--- src/rtl/loopback_err_scan_ctrl.sv ---
// Per-lane loopback error counters with a round-robin snapshot scanner
// that presents one lane's count word at a time to a software register.
module loopback_err_scan_ctrl #(
    parameter int unsigned DWELL   = 1024,
    parameter int unsigned N_LANES = 4
) (
    input  logic               OPB_Clk,
    input  logic               OPB_Rst,
    input  logic [N_LANES-1:0] lane_err,
    input  logic [N_LANES-1:0] lane_enable,
    input  logic               clr_req,
    input  logic               freeze,
    output logic [31:0]        user_data_out,
    output logic [1:0]         cur_lane,
    output logic               scan_wrap,
    output logic               busy
);

    typedef enum logic [1:0] {IDLE, LOAD, HOLD} state_t;

    localparam logic [28:0] CMAX     = '1;
    localparam logic [15:0] DWELL_M1 = 16'(DWELL - 1);

    logic [N_LANES-1:0][28:0] cnt_q, cnt_d;
    logic [N_LANES-1:0]       sat_q, sat_d;

    state_t      state_q;
    logic [1:0]  ptr_q;
    logic [15:0] dwell_q;
    logic [31:0] word_q;
    logic [1:0]  lane_q;
    logic        wrap_q;
    logic        loaded_q;

    logic [1:0]  nxt_incl, nxt_excl;
    logic [1:0]  ia, ib;

    always_comb begin
        cnt_d = cnt_q;
        sat_d = sat_q;
        for (int i = 0; i < N_LANES; i++) begin
            if (clr_req) begin
                cnt_d[i] = '0;
                sat_d[i] = 1'b0;
            end else if (lane_err[i] && lane_enable[i] && cnt_q[i] != CMAX) begin
                cnt_d[i] = cnt_q[i] + 29'd1;
                if (cnt_q[i] == CMAX - 29'd1) sat_d[i] = 1'b1;
            end
        end
    end

    always_ff @(posedge OPB_Clk or posedge OPB_Rst) begin
        if (OPB_Rst) begin
            cnt_q <= '0;
            sat_q <= '0;
        end else begin
            cnt_q <= cnt_d;
            sat_q <= sat_d;
        end
    end

    // Descending scan so the closest enabled lane is the last one written.
    always_comb begin
        nxt_incl = ptr_q;
        nxt_excl = ptr_q;
        ia = ptr_q;
        ib = ptr_q;
        for (int k = 3; k >= 0; k--) begin
            ia = ptr_q + k[1:0];
            ib = ptr_q + k[1:0] + 2'd1;
            if (lane_enable[ia]) nxt_incl = ia;
            if (lane_enable[ib]) nxt_excl = ib;
        end
    end

    always_ff @(posedge OPB_Clk or posedge OPB_Rst) begin
        if (OPB_Rst) begin
            state_q  <= IDLE;
            ptr_q    <= '0;
            dwell_q  <= '0;
            word_q   <= '0;
            lane_q   <= '0;
            wrap_q   <= 1'b0;
            loaded_q <= 1'b0;
        end else begin
            wrap_q <= 1'b0;
            unique case (state_q)
                IDLE: begin
                    if (|lane_enable) begin
                        ptr_q   <= nxt_incl;
                        wrap_q  <= loaded_q && (nxt_incl <= lane_q);
                        state_q <= LOAD;
                    end
                end
                LOAD: begin
                    word_q   <= {ptr_q, sat_q[ptr_q], cnt_q[ptr_q]};
                    lane_q   <= ptr_q;
                    loaded_q <= 1'b1;
                    dwell_q  <= DWELL_M1;
                    state_q  <= HOLD;
                end
                HOLD: begin
                    if (!freeze) begin
                        if (dwell_q == 16'd0) begin
                            if (|lane_enable) begin
                                ptr_q   <= nxt_excl;
                                wrap_q  <= loaded_q && (nxt_excl <= lane_q);
                                state_q <= LOAD;
                            end else begin
                                state_q <= IDLE;
                            end
                        end else begin
                            dwell_q <= dwell_q - 16'd1;
                        end
                    end
                end
                default: state_q <= IDLE;
            endcase
        end
    end

    assign user_data_out = word_q;
    assign cur_lane      = lane_q;
    assign scan_wrap     = wrap_q;
    assign busy          = (state_q != IDLE);

endmodule

--- config.mk ---
export PLATFORM = sky130hd
export DESIGN_NAME = loopback_err_scan_ctrl
export DESIGN_NICKNAME = d
export VERILOG_FILES = /design/src/rtl/loopback_err_scan_ctrl.sv
export SDC_FILE = /design/constraint.sdc
export NUM_CORES = 1
export LEC_CHECK = 0
export CAP_MARGIN = 0
export CORE_MARGIN = 2
export CORE_UTILIZATION = 35
export DETAILED_ROUTE_END_ITERATION = 7
export SETUP_SLACK_MARGIN = 0.05
export SYNTH_ARGS = -nofsm -noshare
export SYNTH_HDL_FRONTEND = slang
export SYNTH_SLANG_ARGS = --single-unit
export TNS_END_PERCENT = 100
--- constraint.sdc ---
create_clock -name OPB_Clk -period 7.2 [get_ports OPB_Clk]
set_clock_uncertainty 0.15 [all_clocks]
set_input_delay 1.44 -clock OPB_Clk [delete_from_list [all_inputs] [get_ports OPB_Clk]]
set_output_delay 1.44 -clock OPB_Clk [all_outputs]
set_load 0.05 [all_outputs]
# After elaboration in Yosys (flattened, before gate mapping)

Cells that the tools add are included.

Bits in registers: 176
Input port bits: 12

$add $sub $neg: 11
Magnitude comparators: 9
Eq/ne operators: 15
Muxes and demuxes: 64
Reductions and logical operators: 31

Operators by type and width:

| kind                  | number |
|---|---|
| $mux 29               | 9 |
| $add 29x1->29 const B | 4 |
| $eq 29x29->1 const B  | 4 |
| $ne 29x29->1 const B  | 4 |
| $bmux 29 s2           | 1 |
| $mux 16               | 2 |
| $pmux 16 s2           | 1 |
| $mux 2                | 15 |
| $mux 1                | 25 |
| $reduce_bool 2->1     | 11 |
| $lt 2x3->1 const B    | 7 |
| $bmux 1 s2            | 8 |
| $logic_not 16->1      | 1 |
| $sub 16x1->16 const B | 1 |
| $logic_and 1x1->1     | 10 |
| $ne 2x2->1 const B    | 5 |
| $add 2x1->2 const B   | 4 |
| $reduce_and 2->1      | 4 |
| $pmux 2 s3            | 1 |
| $reduce_and 3->1      | 2 |
| $reduce_and 5->1      | 1 |
| $add 2x2->2 const B   | 2 |
| $le 2x2->1            | 2 |
| $pmux 2 s2            | 1 |
| 5 further kinds       | 5 |

# Logic depth before layout (Yosys ltp)

Gate-level depths: netlist (run 1).

Depth after elaboration: 14
Mapped depth: 10
Gate-level depth less buffers: 9

# Worst setup path before layout (run 1)

Ideal clock, no wire load.

Kind: input to register
Start point: input port lane_enable[1]
End point: register wrap_q (netlist: scan_wrap)
Setup time: 0.066 ns
Arrival time: 3.065 ns
Path slack: 3.919 ns
Stages on the path: 10
Path buffers: 1
Cell sequence: clkbuf_1 > o21a_1 > o21a_1 > a311oi_1 > ha_1 > nor2b_1 > o21ai_0 > nand2_1 > o22ai_1 > and3_1

Longest elaborated chain between the ends: 12

Ends and longest elaborated chain:

| element                      | RTL line | text |
|---|---|---|
| start, declared              | 10       | `input logic [N_LANES-1:0] lane_enable,` |
| $bmux 1 s2                   | 72       | `if (lane_enable[ib]) nxt_excl = ib;` |
| $mux 1 (not written as such) | 72       |  |
| $mux 2 (4 in series)         | 72       |  |
| $le 2x2->1                   | 107      | `wrap_q <= loaded_q && (nxt_excl <= lane_q);` |
| $logic_and 1x1->1            | 107      |  |
| $mux 1                       | 105      | `if (\|lane_enable) begin` |
| $mux 1                       | 104      | `if (dwell_q == 16'd0) begin` |
| $mux 1                       | 103      | `if (!freeze) begin` |
| $pmux 1 s2 (*)               | 87       | `unique case (state_q)` |
| end signal, assigned         | 91       | `wrap_q <= loaded_q && (nxt_incl <= lane_q);` |
| end signal, assigned         | 107      |  |
| end, declared                | 32       | `logic wrap_q;` |

Mark *: on every way between the ends. The rest lies on a longest branch, timed or not. The select of a mux whose other input is x is not followed.
A chain may end at the register's enable or synchronous reset.

# Worst setup path after layout (run 1)

Start point: input port lane_enable[0]
End point: register cnt_q[24] in the netlist's numbering

Longest elaborated chain between the ends: 3

Ends and longest elaborated chain:

| element                         | RTL line | text |
|---|---|---|
| $logic_and 1x1->1 (2 in series) | 45       | `end else if (lane_err[i] && lane_enable[i] && cnt_q[i] != CMAX) begin` |
| $reduce_bool 2->1 (no line)     | -        |  |
| end signal, assigned            | 57       | `cnt_q <= cnt_d;` |
| end, declared                   | 24       | `logic [N_LANES-1:0][28:0] cnt_q, cnt_d;` |

Every way passes these cells.

==> results of run 1 <==
-- logic make-up after synthesis --
logic type,Yosys count,synth area share [%]
xor+xnor,58,5.02
mux,48,8.66
fa+ha+maj,13,1.61
flops,174,43.0
buf+inv,96,3.79
compound gates,185,12.1
simple gates,500,25.8
-- final timing paths --
check / end / slack, ns
min reg2reg: user_data_out[9]$_DFFE_PP0N_ / 0.32
max: cnt_q[24]$_DFFE_PP0P_ / 3.27
min: user_data_out[9]$_DFFE_PP0N_ / 0.32
max in group asynchronous: user_data_out[25]$_DFFE_PP0N_ / 4.28
max reg2reg: scan_wrap$_DFF_PP0_ / 4.30
min in group asynchronous: user_data_out[0]$_DFFE_PP0N_ / 1.42
-- state kept, by name (all words and copies together) (netlist names) --
name / flops
cnt_q: 116
user_data_out: 32
dwell_q: 16
sat_q: 4
ptr_q: 2
state_q: 2
loaded_q: 1
scan_wrap: 1
-- critical path: stages --
cell,delay [ns]
clkdlybuf4s50_1,0.71
nand3_1,0.28
nor4_1,0.53
o21ai_1,0.47
or4_1,0.51
a21oi_1,0.18
-- layout by cell type, fill, tap and decap left out, drive strengths merged, types with 15 or more instances in the layout --
cell type	instances
a211oi	24
a21oi	61
and3	16
and4	15
buf	15
clkbuf	17
clkdlybuf4s50	46
dfrtp	174
inv	42
mux2	17
mux4	30
nand2	147
nand3	39
nand4	44
nor2	104
nor2b	19
nor3	21
nor4	19
o21ai	38
or3	27
or4	18
xnor2	43
xor2	15
-- per-stage QoR --
step                      hold WS, ns  std cells  util (%)  cell area (um2)
after floorplan                 0.280       1074         -            10100
after global placement          0.299       1458      38.2            10900
after detailed placement        0.304       1458      38.2            10900
after CTS                       0.322       1490      40.5            11600
after global routing            0.338       1490      40.5            11600
final                           0.322       1490      40.5            11600
-- power breakdown --
part           switching, W  leakage (nW)  total (W)  internal, W
combinational      0.000336          1.87   0.000544     0.000208
clock              0.000428         0.312    0.00102     0.000595
sequential        0.0000827          2.36    0.00109      0.00101
-- routing by layer --
metal  up-vias  global-route usage, %
met2       245                   26.8
met4         0                   5.39
met1      4170                   27.3
met5         -                      0
li1       3969                      -
met3        22                   2.73
-- final cells by class --
type / count / area share, %
clock inverters: 15 / 1.93
clock buffers: 17 / 3.67
repair buffers: 61 / 4.94
flip-flops and latches: 174 / 37.6
well taps: 384 / 4.15
multi-input cells: 804 / 46.6
inverters: 35 / 1.18
==> flow_summary.toml, run 1 <==
[timing]
tightest_slew_ns = 1.01
rsz0062_at_grt = "no"
fin_crit_ns = 3.93
setup_ws_ns = 3.27
clock.fmax_mhz = 254
setup_tns_ns = 0
hold_viol = 0
finalSetupViolations = 0
slew_headroom_pct = 32.6
drv_slew = 0
final.period_utilization_pct = 54.6

[synth]
synthMostInstantiatedCell = "dfrtp_1"
synth_warnings = 0
syn-cell-area_um2 = 10100
postSynthAreaPerCell_um2 = 9.43
synthTopCellsByCount = "174 x dfrtp_1, 147 x nand2_1, 104 x nor2_1"
synth_edf_count = 0
yosys-top-cells-area = "dfrtp_1 43%, mux4_2 6.7%, nand2_1 5.4%, nor2_1 3.9%, xnor2_1 3.7%"
synthCells = 1074
synth-main-ff-cell = "dfrtp_1"
synth_area_leader_cell = "dfrtp_1"
ys_seq_area_share_pct = 43.0
ys_ff_latch = 174
synth_nets = 1099
synth_top_area_share_pct = 43.0
ys_async_sr_fraction_pct = 100
synth_cell_types = 69

[final_layout]
regArea_um2 = 4360
diodes = 0
drive_above_1_share_pct = 11.8
multi_input_area_um2 = 5400
nets = 1118
syn_to_final_growth_pct = 14.5
n_fill_cell = 2765

[run_status]
status = "complete, no violations"

[power_and_ir_drop]
p_total_w = 0.00266
p_per_area_nw_per_um2 = 229
leakage_nw = 4.54
ir_worst_vdd_v = 0.000146

[hold_path]
hold_depth = 2
worstHoldStart = "user_data_out[9]$_DFFE_PP0N_"
hold_path.class = "reg2reg"

[detailed_routing]
drt-met1-wl_mm = 12.9
ant_nets = 0
drtPass1Iterations = 5
vias = 8406
drtIter0Drc = 739
wl_met2_mm = 11.9
via_per_inst = 5.64
drc = 0
highest_layer = "met4"
wl_met3_mm = 1.62
drt-total-wl_mm = 26.8
wl_per_cell_um = 18.0

[cts]
cts_resized = 0
htree_levels = 4
tritoncts = "done"
cts_setup_buffers = 0
cts_num_sinks = 174
clk_pin_slew_ns = 0.07
cts-root-buf = "clkbuf_16"
cts_hold_buf = 0
clockBufferDepth = 2
worstSkewPairLatency_ns = 0.44
cts_buffers = 17

[grt]
grt_pass1_vias = 7807
grt_start_max_net_pins = 105
gr-usage-all-layers_pct = 18.1
grt_pass1_wl_mm = 43.6
gr-total-overflow = 0
grt_antenna_before_repair = 0

[setup_path]
critPathLaunch = "lane_enable[0]"
crit_path_end_kind = "flip-flop"
reg2reg_from = "ptr_q[0]$_DFFE_PP0P_"
rr_worst_depth = 8
cp_max_fo = 15
startpoint_type = "primary input"
cp.arrival_ns = 4.12
crit_type = "in2reg"
required_ns = 7.39

[placed_design]
numPortBuffers = 47
dp.final_hpwl_mm = 19.0
place_congestion = 0.893
post-place-ws_ns = 2.83

[floorplan]
start_util_pct = 35.4
die_width_um = 174
std_cell_rows = 62
fp.dieArea_um2 = 30300
die_y_um = 174
core_area_um2 = 28600
io_pins = 48

[flow_run]
cap_violations = 0
Power figures use the tool's default switching activity.
==> run 2: changes to the inputs <==
==> constraint.sdc (replaced) <==
create_clock -name OPB_Clk -period 3.85 [get_ports OPB_Clk]
set_clock_uncertainty 0.15 [all_clocks]
set_input_delay 0.77 -clock OPB_Clk [delete_from_list [all_inputs] [get_ports OPB_Clk]]
set_output_delay 0.77 -clock OPB_Clk [all_outputs]
set_load 0.05 [all_outputs]
==> flow_summary.toml, run 2 (synthesis gave the netlist of run 1 again) <==
[final_layout]
drive_above_1_share_pct = 12.9
syn_to_final_growth_pct = 15.8
multi_input_area_um2 = 5400
instances_no_fill = 1503
nets = 1131
final_common_cell = "dfrtp_1"
top_register = "cnt_q"
regArea_um2 = 4360
diodes = 0
n_fill_cell = 2804
largest_reg_flops = 116
final_cell_mix = "173 x dfrtp_1, 147 x nand2_1, 104 x nor2_1, 59 x a21oi_1, 46 x clkdlybuf4s50_1"

[timing]
fin_crit_ns = 2.93
slew_headroom_pct = 33.3
clock.fmax_mhz = 341
drv_slew = 0
final.period_utilization_pct = 76.2
tightest_slew_ns = 0.993
finalSetupViolations = 0
setup_tns_ns = 0
holdWs_ns = 0.312
hold_viol = 0
rsz0062_at_grt = "no"

[floorplan]
die_y_um = 174
fp.dieArea_um2 = 30300
core_area_um2 = 28600
start_util_pct = 35.4
std_cell_rows = 62
io_pins = 48
die_width_um = 174

[power_and_ir_drop]
p_per_area_nw_per_um2 = 429
leakage_nw = 4.62
ir_worst_vdd_v = 0.000261

[cts]
cts_resized = 0
cts_num_sinks = 174
clockBufferDepth = 2
cts_buffers = 17
htree_levels = 4
tritoncts = "done"
cts_setup_buffers = 0
cts_hold_buf = 0
worstSkewPairLatency_ns = 0.43
clk_pin_slew_ns = 0.06
cts-root-buf = "clkbuf_16"

[placed_design]
post-place-cells = 1471
numPortBuffers = 47
dp.final_hpwl_mm = 19.7
place_congestion = 0.877

[setup_path]
r2r_setup_slack_ns = 1.14
worst-path-buf-inv = 1
crit_family = "simple AND/OR/NAND/NOR gates"
critPathMaxStageDelay_ns = 0.75
cp_max_fo = 11
crit_chain = "clkdlybuf4s50_1, nand4_1, nor4_4, nand3_1, or4_1, a21oi_1"
startpoint_type = "primary input"
required_ns = 4.05
slowest_stage = "clkdlybuf4s50_1"
crit_type = "in2reg"
crit_path_end_kind = "flip-flop"
cp.arrival_ns = 3.13

[run_status]
status = "complete, no violations"

[grt]
grt_start_max_net_pins = 67
grt_pass1_vias = 7835
gr-usage-all-layers_pct = 18.1
grt_antenna_before_repair = 0
gr-total-overflow = 0
grt_pass1_wl_mm = 43.8

[detailed_routing]
via_per_inst = 5.57
drtIter0Drc = 808
wl_per_cell_um = 17.8
drc = 0
ant_nets = 0
drt-total-wl_mm = 26.8
drtPass1Iterations = 5
vias = 8366

[hold_path]
hold_path.class = "reg2reg"

[flow_run]
cap_violations = 0
[run 2: changes by cell type in the layout (fill, tap and decap cells not counted), sizes merged]
cell    previous run  this run
clkbuf            17        19
bufinv             4         5
buf               15        28
inv               42        38
clkinv             2         3
[run 2: worst paths after layout]
| kind | from | depth (start not counted) | end |
|---|---|---|---|
| worst min-delay path | loaded_q$_DFFE_PP0N_ | 1 | loaded_q$_DFFE_PP0N_ |
| worst min register to register | loaded_q$_DFFE_PP0N_ | 1 | loaded_q$_DFFE_PP0N_ |
| min in group asynchronous | OPB_Rst | 2 | cnt_q[59]$_DFFE_PP0P_ |
| worst max-delay path | lane_enable[0] | 6 | cnt_q[23]$_DFFE_PP0P_ |
| worst max register to register | dwell_q[6]$_DFFE_PP0P_ | 5 | dwell_q[4]$_DFFE_PP0P_ |
| max in group asynchronous | OPB_Rst | 3 | user_data_out[10]$_DFFE_PP0N_ |
[run 2: area by class of cell]
cell class,instances,share of cell area (%)
clock inverters,13,1.77
multi-input cells,804,46.0
well taps,384,4.10
clock buffers,19,3.86
flip-flops and latches,174,37.2
inverters,35,1.15
repair buffers,74,5.93
[run 2: metal layers]
| metal | routed length (um) | share of wire [%] | GRT usage [%] | vias to the layer above |
|---|---|---|---|---|
| met5 | 0 | 0 | 0 | - |
| met4 | 446 | 1.7 | 5.50 | 0 |
| met3 | 1380 | 5.2 | 2.23 | 27 |
| met2 | 11900 | 44 | 27.0 | 215 |
| met1 | 13000 | 49 | 27.5 | 4151 |
| li1 | - | - | - | 3973 |
[run 2: through the flow]
step	util (%)	instance area, um2	power [W]	setup slack (ns)
floorplan	-	10100	0.00284	0.705
finish	41.0	11700	0.00503	0.916
CTS	41.0	11700	0.00509	0.921
global placement	38.6	11100	0.00311	0.496
detailed placement	38.6	11100	0.00313	0.484
global route	41.0	11700	0.00527	0.788
[run 2: where the power goes]
group	total [W]	internal (W)	switching [W]	leakage, nW
clock network	0.00195	0.00119	0.000759	0.325
registers	0.00197	0.00189	0.0000797	2.36
logic	0.00111	0.000406	0.000704	1.94
==> run 3: changes to the inputs <==
==> constraint.sdc (replaced) <==
create_clock -name OPB_Clk -period 2.6 [get_ports OPB_Clk]
set_clock_uncertainty 0.15 [all_clocks]
set_input_delay 0.52 -clock OPB_Clk [delete_from_list [all_inputs] [get_ports OPB_Clk]]
set_output_delay 0.52 -clock OPB_Clk [all_outputs]
set_load 0.05 [all_outputs]
==> flow_summary.toml, run 3 (synthesis gave the netlist of run 1 again) <==
[run_status]
status = "complete, no violations"

[timing]
hold_viol = 0
rsz0062_at_grt = "no"
tightest_slew_ns = 0.553
finalSetupViolations = 0
drv_slew = 0
slew_headroom_pct = 62.2
fin_crit_ns = 2.50
clock.fmax_mhz = 401
final.period_utilization_pct = 96.0

[power_and_ir_drop]
p_per_area_nw_per_um2 = 620
leakage_nw = 4.94
ir_worst_vdd_v = 0.000398

[hold_path]
worstHoldStart = "clr_req"
hold_path.class = "in2reg"
hold_depth = 2
min_to = "sat_q[3]$_DFFE_PP0P_"

[floorplan]
io_pins = 48
std_cell_rows = 62
die_y_um = 174
die_width_um = 174
start_util_pct = 35.4
fp.dieArea_um2 = 30300
core_area_um2 = 28600

[final_layout]
instances_no_fill = 1561
syn_to_final_growth_pct = 20.7
regArea_um2 = 4360
drive_above_1_share_pct = 17.2
final_cell_mix = "173 x dfrtp_1, 147 x nand2_1, 104 x nor2_1, 80 x buf_4, 59 x a21oi_1"
largest_reg_flops = 116
fin_util_pct = 42.7
multi_input_area_um2 = 5400
diodes = 0
final_common_cell = "dfrtp_1"
nets = 1189
n_fill_cell = 2729
top_register = "cnt_q"

[detailed_routing]
vias = 8649
ant_nets = 0
drtIter0Drc = 838
via_per_inst = 5.54
wl_per_cell_um = 17.7
drc = 0
drt-total-wl_mm = 27.7
drtPass1Iterations = 5

[setup_path]
critPathMaxStageDelay_ns = 0.70
r2r_setup_slack_ns = 0.18
r2r-end = "cnt_q[108]$_DFFE_PP0P_"
cp.arrival_ns = 1.83
reg2reg_from = "cnt_q[102]$_DFFE_PP0P_"
startpoint_type = "flip-flop"
crit_path_end_kind = "output pin"
slowest_stage = "clkdlybuf4s50_1"
cp_max_fo = 2
worst-path-buf-inv = 1
crit_type = "reg2out"
required_ns = 1.93
rr_worst_depth = 5
crit_chain = "or2_2, clkdlybuf4s50_1"
crit_family = "buffers and inverters"

[cts]
cts_buffers = 17
htree_levels = 4
cts_hold_buf = 0
cts_num_sinks = 174
tritoncts = "done"
worstSkewPairLatency_ns = 0.44
clockBufferDepth = 2
cts_setup_buffers = 0
clk_pin_slew_ns = 0.07
cts-root-buf = "clkbuf_16"

[grt]
gr-usage-all-layers_pct = 18.8
grt_pass1_vias = 8241
grt_pass1_wl_mm = 45.6
grt_start_max_net_pins = 56
gr-total-overflow = 0
grt_antenna_before_repair = 0

[placed_design]
post-place-cells = 1529
place_congestion = 0.859
dp.final_hpwl_mm = 20.3
numPortBuffers = 47

[flow_run]
cap_violations = 0
==> run 3: cell count changes in the layout (fill, tap and decap cells not counted), moves of 2 or more <==
cell / previous run / this run
buf_12: 2 / 6
buf_4: 26 / 80
clkinv_2: 3 / 1
inv_6: 4 / 6
==> run 3: area by class of cell <==
class	instances	area share (%)
multi-input combinational	804	44.2
timing repair buffer	132	9.69
clock inverter	14	1.83
inverter	35	1.11
tap	384	3.93
sequential	174	35.6
clock buffer	18	3.59
==> run 3: repair_timing <==
action,in CTS,in global routing
setup endpoints to repair,0,2
resized for setup,0,2
hold endpoints to repair,0,0
==> run 3: how the worst max path moves through the flow <==
stage / slack, ns / end / from / cells past startpoint
global placement: -0.27 / scan_wrap$_DFF_PP0_ / lane_enable[0] / 10
finish: 0.10 / busy / state_q[0]$_DFFE_PP0P_ / 2
global route: 0.06 / busy / state_q[0]$_DFFE_PP0P_ / 2
detailed placement: -0.34 / scan_wrap$_DFF_PP0_ / lane_enable[0] / 10
CTS: 0.09 / busy / state_q[0]$_DFFE_PP0P_ / 2
floorplan: -0.29 / cnt_q[0]$_DFFE_PP0P_ / OPB_Rst / 1
==> run 3: power breakdown <==
part	switching, W	internal, W
clock network	0.00117	0.00175
logic	0.00110	0.000655
registers	0.0000991	0.00280
==> run 3: worst register-to-register path, delay by kind of cell, from the launching register on <==
kind          cells  cell delay (ns)
simple gates      4             1.49
flops             1             0.47
xor+xnor          1             0.19
==> run 3: stage by stage <==
stage	setup WS (ns)	cell area (um2)	setup TNS (ns)	hold WS [ns]	total power [W]
global route	0.0559	12200	0	0.283	0.00794
CTS	0.0871	12200	0	0.261	0.00764
detailed placement	-0.342	11500	-5.55	0.312	0.00473
floorplan	-0.295	10100	-51.27	0.280	0.00421
global placement	-0.273	11500	-4.63	0.306	0.00471
finish	0.104	12200	0	0.272	0.00757
==> run 3: per-layer routing <==
metal	part of all wire (%)	GRT usage, %
met1	48	28.1
met2	44	27.8
met3	5.6	2.97
met4	2.1	5.67
met5	0	0
